===== src/rtl/fifo_wr_arbiter.sv =====
// Round-robin write arbiter: grants one requester at a time a burst of up to
// MAX_BURST beats into a FIFO write port, with a pass-through data mux.
module fifo_wr_arbiter #(
  parameter int DSIZE     = 8,
  parameter int NREQ      = 4,
  parameter int MAX_BURST = 4
) (
  input  logic                  wclk,
  input  logic                  wrst,
  input  logic [NREQ-1:0]       req,
  input  logic [NREQ*DSIZE-1:0] req_data,
  output logic [NREQ-1:0]       gnt,
  input  logic                  wfull,
  output logic                  winc,
  output logic [DSIZE-1:0]      wdata,
  output logic                  busy,
  output logic [15:0]           wr_count
);

  localparam int PW = (NREQ > 1) ? $clog2(NREQ) : 1;

  typedef enum logic {IDLE = 1'b0, GRANT = 1'b1} state_t;

  state_t            state_q, state_d;
  logic [NREQ-1:0]   gnt_q, gnt_d;
  logic [PW-1:0]     rr_ptr_q, rr_ptr_d;
  logic [PW-1:0]     gidx_q, gidx_d;
  logic [3:0]        beat_q, beat_d;
  logic [15:0]       wr_count_q, wr_count_d;

  logic [DSIZE-1:0]  slice [NREQ];
  logic [2*NREQ-1:0] req_dbl;
  logic [NREQ-1:0]   req_rot;
  logic [PW-1:0]     off, sel, ptr_inc;
  logic [PW:0]       sel_sum, ptr_sum;
  logic              req_g;

  always_comb begin
    for (int k = 0; k < NREQ; k++) begin
      slice[k] = req_data[k*DSIZE +: DSIZE];
    end
  end

  // Rotate requests so bit 0 is rr_ptr; the lowest set bit is the winner.
  always_comb begin
    req_dbl = {req, req} >> rr_ptr_q;
    req_rot = req_dbl[NREQ-1:0];
    off     = '0;
    for (int k = NREQ-1; k >= 0; k--) begin
      if (req_rot[k]) off = PW'(k);
    end
    sel_sum = {1'b0, rr_ptr_q} + {1'b0, off};
    if (sel_sum >= (PW+1)'(NREQ)) sel_sum = sel_sum - (PW+1)'(NREQ);
    sel = sel_sum[PW-1:0];
  end

  always_comb begin
    ptr_sum = {1'b0, gidx_q} + (PW+1)'(1);
    ptr_inc = (ptr_sum == (PW+1)'(NREQ)) ? '0 : ptr_sum[PW-1:0];
  end

  assign req_g    = req[gidx_q];
  assign winc     = (state_q == GRANT) & req_g & ~wfull;
  assign wdata    = winc ? slice[gidx_q] : '0;
  assign busy     = (state_q == GRANT);
  assign gnt      = gnt_q;
  assign wr_count = wr_count_q;

  always_comb begin
    state_d    = state_q;
    gnt_d      = gnt_q;
    rr_ptr_d   = rr_ptr_q;
    gidx_d     = gidx_q;
    beat_d     = beat_q;
    wr_count_d = wr_count_q + {15'd0, winc};
    case (state_q)
      IDLE: begin
        if (|req) begin
          state_d = GRANT;
          gnt_d   = {{(NREQ-1){1'b0}}, 1'b1} << sel;
          gidx_d  = sel;
          beat_d  = '0;
        end
      end
      GRANT: begin
        if (!req_g) begin
          state_d  = IDLE;
          gnt_d    = '0;
          rr_ptr_d = ptr_inc;
        end else if (winc) begin
          beat_d = beat_q + 4'd1;
          if (beat_d == 4'(MAX_BURST)) begin
            state_d  = IDLE;
            gnt_d    = '0;
            rr_ptr_d = ptr_inc;
          end
        end
      end
      default: begin
        state_d = IDLE;
        gnt_d   = '0;
      end
    endcase
  end

  always_ff @(posedge wclk or posedge wrst) begin
    if (wrst) begin
      state_q    <= IDLE;
      gnt_q      <= '0;
      rr_ptr_q   <= '0;
      gidx_q     <= '0;
      beat_q     <= '0;
      wr_count_q <= '0;
    end else begin
      state_q    <= state_d;
      gnt_q      <= gnt_d;
      rr_ptr_q   <= rr_ptr_d;
      gidx_q     <= gidx_d;
      beat_q     <= beat_d;
      wr_count_q <= wr_count_d;
    end
  end

endmodule


===== config.mk =====
export PLATFORM = sky130hd
export DESIGN_NAME = fifo_wr_arbiter
export DESIGN_NICKNAME = d
export VERILOG_FILES = /design/src/rtl/fifo_wr_arbiter.sv
export SDC_FILE = /design/constraint.sdc
export NUM_CORES = 1
export LEC_CHECK = 0
export ABC_AREA = 1
export BUFFER_PORTS_ARGS = -buffer_cell sky130_fd_sc_hd__buf_2
export CORE_MARGIN = 4
export CORE_UTILIZATION = 30
export DETAILED_ROUTE_END_ITERATION = 7
export REMOVE_ABC_BUFFERS = 1
export SYNTH_ARGS = -nofsm -noshare
export SYNTH_HDL_FRONTEND = slang
export SYNTH_SLANG_ARGS = --single-unit

===== constraint.sdc =====
create_clock -name wclk -period 1.85 [get_ports wclk]
set_input_delay 0.555 -clock wclk [delete_from_list [all_inputs] [get_ports wclk]]
set_output_delay 0.555 -clock wclk [all_outputs]
set_load 0.005 [all_outputs]

==> reports/metrics.yaml <==
routed_via_density: 4.590
finalHoldViolCount: 0
max_freq_mhz: 486.7
worst_slew_pin_slew_ns: 0.3634
yosysWarnings: 0
swShare_pct: 43.95
rsz0062_at_grt: "true"
dieWidth_um: 88.17
crit_path_start_kind: "flop"
finalCritPeriodShare_pct: 111.1
grt_use_total_pct: 12.99
crit_path_max_fanout: 8
setup_viol_count_final: 13
drc: 0
grt_max_degree: 30
synthDistinctLibCells: 32
slowest_stage: "dfrtp_2"
synth_seq_area_share_pct: 37.64
cts_made_buffers: 5
end_kind: "primary output"
relSlewSlack_pct: 75.77
startpoint: "gidx_q[0]"
path_clk_slew_ns: 0.06
power_density_nw_per_um2: 1336
cts_tree: "yes"
antenna_found_initial: 0
worstSetupPathType: "flop to primary output"
cts.htree.levels: 2
p_clk_share_pct: 14.0
drt_pass1_iterations: 5
p_int_mw: 2.023
finalNonFillerCells: 424
dpl_worst_slack_ns: -0.2427
ys_ff_latch: 29
cts_buffer_depth: 2
antenna_left: 0
critical_path_required_ns: 1.29
cp_num_buf_inv: 3
place.gp.congestion: 0.7743
slew_viol_final: 0
grt_pass1_wl_um: 8045
combPwrFrac_pct: 58.7
r2r_end: "wr_count[14]"
endpoint: "wdata[5]"
drive_gt1_share_pct: 43.27
antennaDiodeCount: 0
avgSynthCellArea_um2: 7.621
vias: 1946
reg2reg_slack_ns: -0.04
hold_ws_ns: 0.3442
grt_pass1_vias: 1872
leakagePower_nw: 1.440
reg2reg_depth: 13
cpLargestDelayFamily: "flip-flops"
arrival_ns: 1.50
cts-root-buf: "clkbuf_8"
place_inst: 413
nNetsFinal: 394
slowest_delay_ns: 0.43
outcome: "finished with violations"
syn_area_um2: 1928
p_switching_mw: 1.586
dieHeight_um: 88.17
violations: "setup timing"
wl_per_cell_um: 11.66
clock_skew_ns: 0.004906
r2r-start: "gidx_q[0]"
dp_hpwl_um: 3810
cp.depth: 9
crit_chain: "inv_2 > nand2_1 > nand3_2 > nand2_4 > nor2_8 > nand2_4 > buf_8 > a21oi_2 > buf_2"
p_seq_share_pct: 27.3
cts_hold_buf: 0
die-area_um2: 7774
syn_inst: 253
design.core.area_um2: 6061
area_growth_syn_to_layout_pct: 40.04
crit_top_cell: "nand2_4"
min_period_ns: 2.055
fp-row-count: 28
dr.first_iter.drc_count: 64
finalPower_mw: 3.608
num_io_pins: 69
clk-insertion-delay-late_ns: 0.27
layout_setup_ws_ns: -0.2045
wl_um: 4942
vdd_drop_max_v: 0.0005031
overflow: 0
io_buffers: 68
hp-class: "primary input to asynchronous set/reset pin"
drv_cap: 0
cts_sinks: 29
start_util_pct: 31.81
-- through the flow --
| stage | util (%) | TNS [ns] | area (um^2) |
|---|---|---|---|
| 2_1_floorplan | - | -8.801 | 1887 |
| 3_3_place_gp | 41.14 | -3.746 | 2494 |
| 3_5_place_dp | 41.14 | -4.623 | 2494 |
| 4_1_cts | 43.64 | -1.995 | 2645 |
| 5_1_grt | 44.55 | -4.044 | 2700 |
| 6_report | 44.55 | -1.890 | 2700 |
-- power groups by stage --
stage / Sequential [mW] / Clock [mW] / Combinational, mW
floorplan: 1.02 / 0 / 1.16
global placement: 0.983 / 0 / 1.94
finish: 0.986 / 0.506 / 2.12
global route: 1.02 / 0.552 / 2.38
detailed placement: 0.986 / 0 / 1.97
CTS: 0.979 / 0.525 / 2.04
-- how the worst min path moves through the flow --
stage | startpoint | end | slack, ns | depth (start not counted)
2_1_floorplan | wr_count[15] | wr_count[15] | 0.46 | 1
3_3_place_gp | wr_count[15] | wr_count[15] | 0.46 | 1
3_5_place_dp | wr_count[15] | wr_count[15] | 0.46 | 1
4_1_cts | wrst | beat_q[0] | 0.35 | 3
5_1_grt | wrst | wr_count[5] | 0.38 | 3
6_report | wrst | wr_count[11] | 0.34 | 3
-- routing by layer --
| layer | track usage (%) | up-vias | routed length [um] |
|---|---|---|---|
| li1 | - | 1014 | - |
| met5 | 0 | - | 0 |
| met4 | 4.396 | 0 | 82 |
| met2 | 22.98 | 34 | 2535 |
| met3 | 2.728 | 8 | 216 |
| met1 | 15.56 | 890 | 2106 |
-- Yosys cell counts --
master,instances,area (um^2)
a21boi_0,1,7.510
a21oi_1,4,20.02
a21oi_2,8,70.07
a31oi_1,1,6.260
buf_2,3,15.01
buf_4,1,7.510
buf_8,1,15.01
clkbuf_1,1,3.750
clkinv_1,1,3.750
dfrtp_1,29,725.7
ha_1,6,75.07
inv_1,16,60.06
inv_2,5,18.77
nand2_1,56,210.2
nand2_2,2,12.51
nand2_4,2,22.52
nand3_1,21,105.1
nand3_2,4,40.04
nand4_1,4,25.02
nand4_2,1,12.51
nor2_1,43,161.4
nor2_2,3,18.77
nor2_4,2,22.52
nor2_8,1,20.02
nor3_1,1,5.000
nor3_2,1,10.01
o21ai_0,9,45.04
o21ai_1,10,50.05
o21ai_2,2,17.52
o21bai_1,1,7.510
xnor2_1,4,35.03
xor2_1,9,78.83
-- cell type report --
type	instances	area, um^2
inverters	22	82.58
multi-input cells	196	1146
flip-flops and latches	29	729.5
clock buffers	7	86.33
well taps	75	93.84
fillers	616	3361
repair buffers	95	561.8
-- what timing repair did --
item,CTS,global route
gates resized for setup,14,17
pin swaps,5,6
endpoints found under the setup margin,22,27
buffers inserted,3,1
-- layout by cell type (no fill, tap or decap), types with 5 or more instances in the layout --
master	synthesis	routed
o21ai_0	9	8
nand2_2	2	5
o21ai_1	10	11
inv_2	5	8
buf_4	1	24
nand2_1	56	52
dfrtp_1	29	26
nor2_1	43	39
a21oi_2	8	9
nor2_4	2	5
nand3_1	21	21
xor2_1	9	8
clkbuf_8	0	6
inv_1	16	13
buf_2	3	68
-- tightest hold or removal path, stage by stage --
cell,delay [ns]
buf_2,0.09
inv_1,0.04
buf_4,0.33
-- logic make-up after synthesis --
logic type / synth area share (%)
AOI/OAI and AO/OA: 11.62
xor gates and xnor gates: 5.905
adders and majority gates: 3.893
buffers and inverters: 6.424
DFF: 37.64
and+or+nand+nor: 34.52
-- registers in the layout (all words and copies together), names as in the netlist --
register  count
beat_q        4
wr_count     16
gidx_q        2
busy          1
rr_ptr_q      2
gnt           4
Power figures use the tool's default switching activity.
